--- src/rtl/ramreader_n_pkg.sv ---
// Shared definitions for the multi-byte RAM reader and the sequencer that drives it.
package ramreader_n_pkg;

    typedef enum logic {
        RD_IDLE = 1'b0,
        RD_RUN  = 1'b1
    } rd_state_t;

    localparam int MAXLEN = 8;

    // Transfer lengths the sequencer selects from the opcode class.
    localparam logic [3:0] LEN_OP_WORD = 4'd8;
    localparam logic [3:0] LEN_OP_HALF = 4'd4;
    localparam logic [3:0] LEN_OP_BYTE = 4'd1;

endpackage

--- src/rtl/ramreader_n_ext.sv ---
// Result extension: bytes at or above len are zero or copies of the top captured bit.
module ramreader_ext
    import ramreader_n_pkg::*;
#(
    parameter int NB = MAXLEN
) (
    input  logic [8*NB-1:0]          i_word,
    input  logic [$clog2(NB+1)-1:0]  i_len,
    input  logic                     i_sext,
    output logic [8*NB-1:0]          o_ext
);

    localparam int LW = $clog2(NB+1);

    logic [LW-1:0] w_top;
    logic          w_sign;
    logic          w_fill;

    // Pick the sign bit of the highest valid byte, then fill the unused lanes.
    always_comb begin
        w_top  = i_len - LW'(1);
        w_sign = 1'b0;
        o_ext  = '0;
        for (int i = 0; i < NB; i++) begin
            w_sign = (LW'(i) == w_top) ? i_word[8*i+7] : w_sign;
        end
        w_fill = i_sext & w_sign;
        for (int i = 0; i < NB; i++) begin
            o_ext[8*i +: 8] = (LW'(i) < i_len) ? i_word[8*i +: 8] : {8{w_fill}};
        end
    end

endmodule

--- src/rtl/ramreader_n.sv ---
// Multi-byte reader: streams len consecutive RAM addresses and packs the bytes into q.
module ramreader_n
    import ramreader_n_pkg::*;
#(
    parameter int AW = 16,
    parameter int NB = MAXLEN
) (
    input  logic                     clk,
    input  logic                     rst_n,
    input  logic                     start,
    input  logic [AW-1:0]            addr,
    input  logic [$clog2(NB+1)-1:0]  len,
    input  logic                     bigend,
    input  logic                     sext,
    input  logic                     abort,
    input  logic [7:0]               d,
    output logic                     kp,
    output logic                     re,
    output logic [AW-1:0]            adq,
    output logic [8*NB-1:0]          q,
    output logic                     done,
    output logic                     err
);

    localparam int            LW   = $clog2(NB+1);
    localparam logic [LW-1:0] NB_L = LW'(NB);

    rd_state_t       r_state;
    logic [LW-1:0]   r_len;
    logic            r_bigend;
    logic            r_sext;
    logic [LW-1:0]   r_issue;
    logic [LW-1:0]   r_cap;
    logic [AW-1:0]   r_adq;
    logic            r_re;
    logic            r_kp;
    logic [8*NB-1:0] r_q;
    logic            r_done;
    logic            r_err;

    logic [LW-1:0]   w_slot;
    logic [8*NB-1:0] w_asm;
    logic [8*NB-1:0] w_ext;
    logic            w_last;
    logic            w_len_ok;

    assign w_len_ok = (len != '0) && (len <= NB_L);
    assign w_last   = (r_cap == r_len - LW'(1));

    // Steer the incoming byte into its lane; big-endian fills from the top lane down.
    always_comb begin
        if (r_bigend) begin
            w_slot = r_len - r_cap - LW'(1);
        end else begin
            w_slot = r_cap;
        end
        w_asm = r_q;
        for (int i = 0; i < NB; i++) begin
            if (LW'(i) == w_slot) begin
                w_asm[8*i +: 8] = d;
            end else begin
                w_asm[8*i +: 8] = r_q[8*i +: 8];
            end
        end
    end

    ramreader_ext #(
        .NB (NB)
    ) u_ext (
        .i_word (w_asm),
        .i_len  (r_len),
        .i_sext (r_sext),
        .o_ext  (w_ext)
    );

    // Transfer sequencing; abort takes priority over the completing capture.
    always_ff @(posedge clk or negedge rst_n) begin
        if (!rst_n) begin
            r_state  <= RD_IDLE;
            r_len    <= '0;
            r_bigend <= 1'b0;
            r_sext   <= 1'b0;
            r_issue  <= '0;
            r_cap    <= '0;
            r_adq    <= '0;
            r_re     <= 1'b0;
            r_kp     <= 1'b0;
            r_q      <= '0;
            r_done   <= 1'b0;
            r_err    <= 1'b0;
        end else begin
            r_done <= 1'b0;
            r_err  <= 1'b0;
            case (r_state)
                RD_IDLE: begin
                    if (start) begin
                        if (w_len_ok) begin
                            r_adq    <= addr;
                            r_re     <= 1'b1;
                            r_kp     <= 1'b1;
                            r_q      <= '0;
                            r_len    <= len;
                            r_bigend <= bigend;
                            r_sext   <= sext;
                            r_issue  <= LW'(1);
                            r_cap    <= '0;
                            r_state  <= RD_RUN;
                        end else begin
                            r_err <= 1'b1;
                        end
                    end
                end
                RD_RUN: begin
                    if (abort) begin
                        r_kp    <= 1'b0;
                        r_re    <= 1'b0;
                        r_state <= RD_IDLE;
                    end else if (w_last) begin
                        r_q     <= w_ext;
                        r_cap   <= r_cap + LW'(1);
                        r_done  <= 1'b1;
                        r_kp    <= 1'b0;
                        r_re    <= 1'b0;
                        r_state <= RD_IDLE;
                    end else begin
                        r_q   <= w_asm;
                        r_cap <= r_cap + LW'(1);
                        if (r_issue < r_len) begin
                            r_adq   <= r_adq + AW'(1);
                            r_re    <= 1'b1;
                            r_issue <= r_issue + LW'(1);
                        end else begin
                            r_re <= 1'b0;
                        end
                    end
                end
                default: begin
                    r_kp    <= 1'b0;
                    r_re    <= 1'b0;
                    r_state <= RD_IDLE;
                end
            endcase
        end
    end

    assign kp   = r_kp;
    assign re   = r_re;
    assign adq  = r_adq;
    assign q    = r_q;
    assign done = r_done;
    assign err  = r_err;

endmodule

--- config.mk ---
export PLATFORM = sky130hd
export DESIGN_NAME = ramreader_n
export DESIGN_NICKNAME = d
export VERILOG_FILES = /design/src/rtl/ramreader_n_pkg.sv /design/src/rtl/ramreader_n_ext.sv /design/src/rtl/ramreader_n.sv
export SDC_FILE = /design/constraint.sdc
export NUM_CORES = 1
export LEC_CHECK = 0
export BUFFER_PORTS_ARGS = -buffer_cell sky130_fd_sc_hd__buf_2
export CAP_MARGIN = 20
export CORE_MARGIN = 10
export CORE_UTILIZATION = 40
export CTS_CLUSTER_SIZE = 20
export DETAILED_ROUTE_END_ITERATION = 10
export PLACE_DENSITY = 0.64
export SLEW_MARGIN = 20
export SYNTH_ARGS = -nofsm -noshare
export SYNTH_HDL_FRONTEND = slang
export SYNTH_SLANG_ARGS = --single-unit
--- constraint.sdc ---
create_clock -name clk -period 2.9 [get_ports clk]
set_input_delay 0 -clock clk [delete_from_list [all_inputs] [get_ports clk]]
set_output_delay 0 -clock clk [all_outputs]
set_load 0.02 [all_outputs]
==> metrics.txt, run 1 <==
outcome finished, violations left; failing checks setup timing; post-synthesis sequential area ratio 0.465; Post-synth EDFFs 0; diodes inserted 0; total gr overflow 0; WHS about 0.043 ns; Max-cap violations 0; CTS buffer count 9; warnings from Yosys 0; RePlAce Congestion approximately 0.9; fill count approximately 1200; Final Setup Violations 64; Synth Instances about 530; Final Hold Viols 0; maximum VDD drop ~0.44 mV; Post-Route Skew just over 0.009 ns; met3 WL ~1.0 mm; worst path cell trace ha_4 > fa_2 > nand3b_1 > o31a_1 > nor3_1 > mux2_4 > mux2i_2 > o311a_4 > o2111a_2 > a221o_1; Final Power approximately 0.0068 W; worst skew pair latency between 0.3 and 0.4 ns; clock period minus worst slack about 3.1 ns; clk sinks 99; fin crit share 1.07; core box area about 13000 um2; crit path DAT about 3.3 ns; Post-layout nets 753; Yosys cell types 61; row cnt 42; Leakage Power 3.42 nW; Critical Path Sink Type flip-flop; CTS max path bufs 2; synth-to-layout area growth 33.7%; Post-Syn Area between 5000 and 6000 um2; drt initial violations 303; count of state elements after synthesis just under 100; highest routed layer met4; Multi-input gate area 2790 um2; Setup crit start kind flip-flop; Syn Nets ~580; Rel. slew slack 0.504; initial antenna violation count 0; drt total wl around 17 mm; slowest stage cell, crit path fa_2; Setup TNS -7.40 ns; Async S/R FF share, synth 1.00; pre-CTS setup slack -0.160 ns; Worst EP required 3.14 ns; ys flop type dfrtp_1; boundary pin count 118; RSZ-0062 raised after global routing true; first-pass GRT wire length between 20 and 30 mm; fmax 323 MHz; Root Buffer Master clkbuf_16; Avg Cell Area, Syn between 9 and 10 um2; Top Family by Delay on Critical Path compound AO/OA/AOI/OAI gates; DRC viols 0; most frequent cells in the layout 116 x buf_2, 99 x dfrtp_1, 54 x nand2_1, 46 x buf_4, 32 x a32oi_1; DR pass1 iterations 7; Worst Hold Class in2reg; wire length per cell after detailed routing roughly 19 um; total die area 18300 um2; vias in the first global route slightly below 5000; WS Path Type reg2reg; GRT Util Overall 0.179; wl on met1 7.26 mm; Die X around 140 um; Register Area 2480 um2; detailed-route via count 5051; via/cell ratio approximately 5.7; power per cell area between 900 and 1000 nW/um2; largest net degree at the start of global routing 84; setup ws final -0.197 ns; Reg clk slew, reported paths about 0.07 ns; Least-Margin Pin Slew between 0.7 and 0.8 ns; share of cells above drive strength 1 0.315; initial core utilization 0.405; post-route ant nets 0; DP Wirelength roughly 12 mm; crit-path max cell delay between 0.5 and 0.6 ns; met2 wire length ~8 mm; Port Buffers 117; commonest non-fill, non-tap cell in the layout buf_2; fin. max-slew vios 0; CTS tree yes; Buf+Inv Stages, Crit Path 0; critical path peak fanout 8; die height 135 um; CTS H-tree depth 3
==> layout make-up <==
cell class,count,share of cell area
Timing Repair Buffer,196,0.186
Tap cell,176,0.0309
Inverter,9,0.00474
Clock inverter,4,0.00351
Sequential cell,99,0.348
Multi-Input combinational cell,390,0.391
Clock buffer,12,0.0360
==> metal layers <==
layer,up-vias,global-route usage
met2,142,0.280
met1,2519,0.236
met4,0,0.0550
met3,16,0.0490
li1,2374,-
met5,-,0
==> registers in the layout, summed over array words and instances (netlist names) <==
name	count
kp	1
re	1
r_bigend	1
r_len	4
q	64
done	1
r_sext	1
err	1
r_cap	4
adq	16
r_issue	4
r_state	1
==> Yosys cell counts, types with 10 or more instances <==
library cell,n,area [um2]
mux2i_1,16,160
nand3_1,20,100
o21ai_1,26,130
a32oi_1,32,280
o21ai_0,26,130
nor3_1,15,75.1
nor2_1,31,116
o22ai_1,11,68.8
a22oi_1,17,128
nand2_1,54,203
a221o_1,16,160
a21oi_1,21,105
buf_1,10,37.5
dfrtp_1,99,2480
ha_1,13,163
clkbuf_1,14,52.6
==> worst paths after layout <==
check | from | to | slack [ns] | depth (start not counted)
min in group asynchronous | rst_n | q[58] | 0.25 | 2
hold / removal | abort | kp | 0.04 | 4
hold reg to reg | kp | kp | 0.48 | 2
max in group asynchronous | rst_n | re | 1.90 | 3
setup / recovery | r_len[0] | q[16] | -0.20 | 10
setup reg to reg | r_len[0] | q[16] | -0.20 | 10
==> through the flow <==
stage               cells   util  area, um2
finish                886  0.542       7120
global route          886  0.542       7120
CTS                   882  0.531       6980
detailed placement    839  0.487       6400
global placement      839  0.487       6400
floorplan             534      -       5360
==> cells by family after synthesis <==
logic type               share of synthesized area
AO/OA/AOI/OAI                                0.256
XOR/XNOR                                    0.0251
adder cells (fa/ha/maj)                     0.0343
buffers and inverters                       0.0359
flip-flops                                   0.465
multiplexers                                0.0397
AND/OR/NAND/NOR                              0.144
==> power breakdown <==
part / internal (W) / switching, W / total, W
logic: 0.00150 / 0.00200 / 0.00351
clock network: 0.000626 / 0.000521 / 0.00115
registers: 0.00174 / 0.000360 / 0.00210
==> repair_timing <==
item	4_1_cts	5_1_grt
hold endpoints to repair	106	0
resized for setup	8	12
buffers inserted	3	1
pin swaps	2	2
gates cloned	0	3
endpoints found under the setup margin	64	70
hold buffers	24	0
==> worst min-delay path, delay by kind of cell <==
| family | cells | cell delay, ns |
|---|---|---|
| AO/OA/AOI/OAI | 1 | 0.12 |
| AND/OR/NAND/NOR | 2 | 0.12 |
| buffers and inverters | 1 | 0.11 |
(Power assumes the default switching activity.)
==> run 2: changes to the inputs <==
==> constraint.sdc (replaced) <==
create_clock -name clk -period 2.9 [get_ports clk]
set_input_delay 0.58 -clock clk [delete_from_list [all_inputs] [get_ports clk]]
set_output_delay 0.58 -clock clk [all_outputs]
set_load 0.02 [all_outputs]
==> metrics.txt, run 2 (same netlist as run 1, synthesis figures left out) <==
DRC viols 0 (unchanged); Die X 135 um (unchanged); drt total wl 16.2 mm (-2.8%); CTS H-tree depth 3 (unchanged); boundary pin count 118 (unchanged); Root Buffer Master clkbuf_16; diodes inserted 0 (unchanged); r2r endpoint q[0]; highest routed layer met4; synth-to-layout area growth 28.3%; Final Setup Violations 60 (-6.3%); maximum VDD drop 0.477 mV (+7.9%); Top Family by Delay on Critical Path compound AO/OA/AOI/OAI gates; CTS tree yes; crit-path max cell delay 0.41 ns (-0.15 ns); drt initial violations 352 (+16%); Inst Count DP 842 (+0.36%); critical path peak fanout 8 (unchanged); met3 WL 1.04 mm (-0.57%); row cnt 42 (unchanged); Post-Route Skew 0.0121 ns (+0.00300 ns); core box area 13100 um2 (unchanged); Reg clk slew, reported paths 0.07 ns (about the same); Final Hold Viols 0 (unchanged); initial core utilization 0.405 (unchanged); share of cells above drive strength 1 0.324 (+0.00859); failing checks setup timing; clock period minus worst slack 3.09 ns (-0.00756 ns); RePlAce Congestion 0.862 (-3.6%); Final Non-Filler Cells 861 (-2.8%); vias in the first global route 4989 (+2.2%); Worst EP required 3.13 ns (about the same); Setup crit start kind flip-flop; largest net degree at the start of global routing 53 (-37%); Critical Path Start r_len[0]; Rel. slew slack 0.542 (+0.0378); Final Power 0.00663 W (-1.9%); total gr overflow 0 (unchanged); first-pass GRT wire length 26.5 mm (about the same); Port Buffers 117 (unchanged); die height 135 um (unchanged); hold buffer count at cts 0 (-100%); fmax 324 MHz (+0.24%); clk sinks 99 (unchanged); Max-cap violations 0 (unchanged); fin. max-slew vios 0 (unchanged); reg2reg setup slack -0.19 ns (about the same); detailed-route via count 4900 (-3.0%); Critical Path Sink Type flip-flop; most frequent cells in the layout 116 x buf_2, 99 x dfrtp_1, 54 x nand2_1, 51 x buf_4, 32 x a32oi_1; worst skew pair latency 0.36 ns (about the same); WHS 0.128 ns (+0.0849 ns); initial antenna violation count 0 (unchanged); via/cell ratio 5.69 (-0.17%); DP Wirelength 12.0 mm (+2.5%); Post-layout nets 728 (-3.3%); worst reg-to-reg path cell count 11 (+1); Worst Hold Class in2async; worst path cell trace ha_4 > fa_2 > xnor2_2 > a21oi_2 > buf_4 > nor3b_1 > mux2i_2 > mux2i_1 > o311a_4 > o2111a_2 > a221o_1; WS Path Type reg2reg; DR pass1 iterations 9 (+2); crit path DAT 3.32 ns (about the same); max reg flops 64 (unchanged); worst r2r src r_len[0]; outcome finished, violations left; setup ws final -0.190 ns (+0.00756 ns); CTS buffer count 9 (unchanged); wire length per cell after detailed routing 18.8 um (about the same); CTS max path bufs 2 (unchanged); GRT Util Overall 0.178 (-0.00128); slowest stage cell, crit path dfrtp_1; Leakage Power 3.30 nW (-3.6%); met2 wire length 7.75 mm (-4.5%); commonest non-fill, non-tap cell in the layout buf_2; Buf+Inv Stages, Crit Path 1 (+1); RSZ-0062 raised after global routing true; total die area 18300 um2 (unchanged); power per cell area 970 nW/um2 (+2.2%); wl on met1 7.19 mm (-0.98%); Least-Margin Pin Slew 0.683 ns (-0.0608 ns); post-route ant nets 0 (unchanged); Setup TNS -6.19 ns (+1.21 ns); fin crit share 1.07 (-0.00261)
[run 2: how the worst max path moves through the flow]
stage / endpoint / slack [ns] / cells past startpoint
after floorplan: q[0] / -0.08 / 10
after global placement: q[19] / -0.07 / 10
after detailed placement: q[0] / -0.18 / 11
after CTS: q[0] / -0.16 / 11
after global routing: q[40] / -0.34 / 13
final: q[0] / -0.19 / 11
[run 2: worst register-to-register path: cells and delay by family, from the launching register on]
kind / cells / cell delay [ns]
buffers and inverters: 1 / 0.17
flip-flops: 1 / 0.41
multiplexers: 2 / 0.27
adder cells (fa/ha/maj): 2 / 0.53
AO/OA/AOI/OAI: 4 / 1.11
XOR/XNOR: 1 / 0.25
AND/OR/NAND/NOR: 1 / 0.24
[run 2: layout make-up]
cell class / instances / area, um2
Inverter: 9 / 33.8
Timing Repair Buffer: 171 / 1030
Tap cell: 176 / 220
Clock buffer: 13 / 280
Multi-Input combinational cell: 390 / 2770
Clock inverter: 3 / 20.0
Sequential cell: 99 / 2480
Fill cell: 1239 / 6300
[run 2: repair_timing]
item,in CTS,in global routing
resized for setup,7,7
buffers inserted,3,0
pin swaps,1,1
endpoints found under the setup margin,64,69
[run 2: routing by layer]
layer | up-vias | GRT usage
met2 | 162 | 0.285
met3 | 15 | 0.0464
li1 | 2314 | -
met5 | - | 0
met1 | 2409 | 0.230
met4 | 0 | 0.0556
[run 2: where the power goes]
part | switching [W] | internal [W] | leakage (nW)
registers | 0.000372 | 0.00174 | 1.32
clock network | 0.000526 | 0.000674 | 0.144
logic | 0.00193 | 0.00139 | 1.84
[run 2: stage by stage]
step	cell area [um2]	util	setup WS (ns)
4_1_cts	6800	0.518	-0.163
2_1_floorplan	5360	-	-0.0820
6_report	6830	0.520	-0.190
3_5_place_dp	6440	0.490	-0.184
3_3_place_gp	6440	0.490	-0.0749
5_1_grt	6830	0.520	-0.343
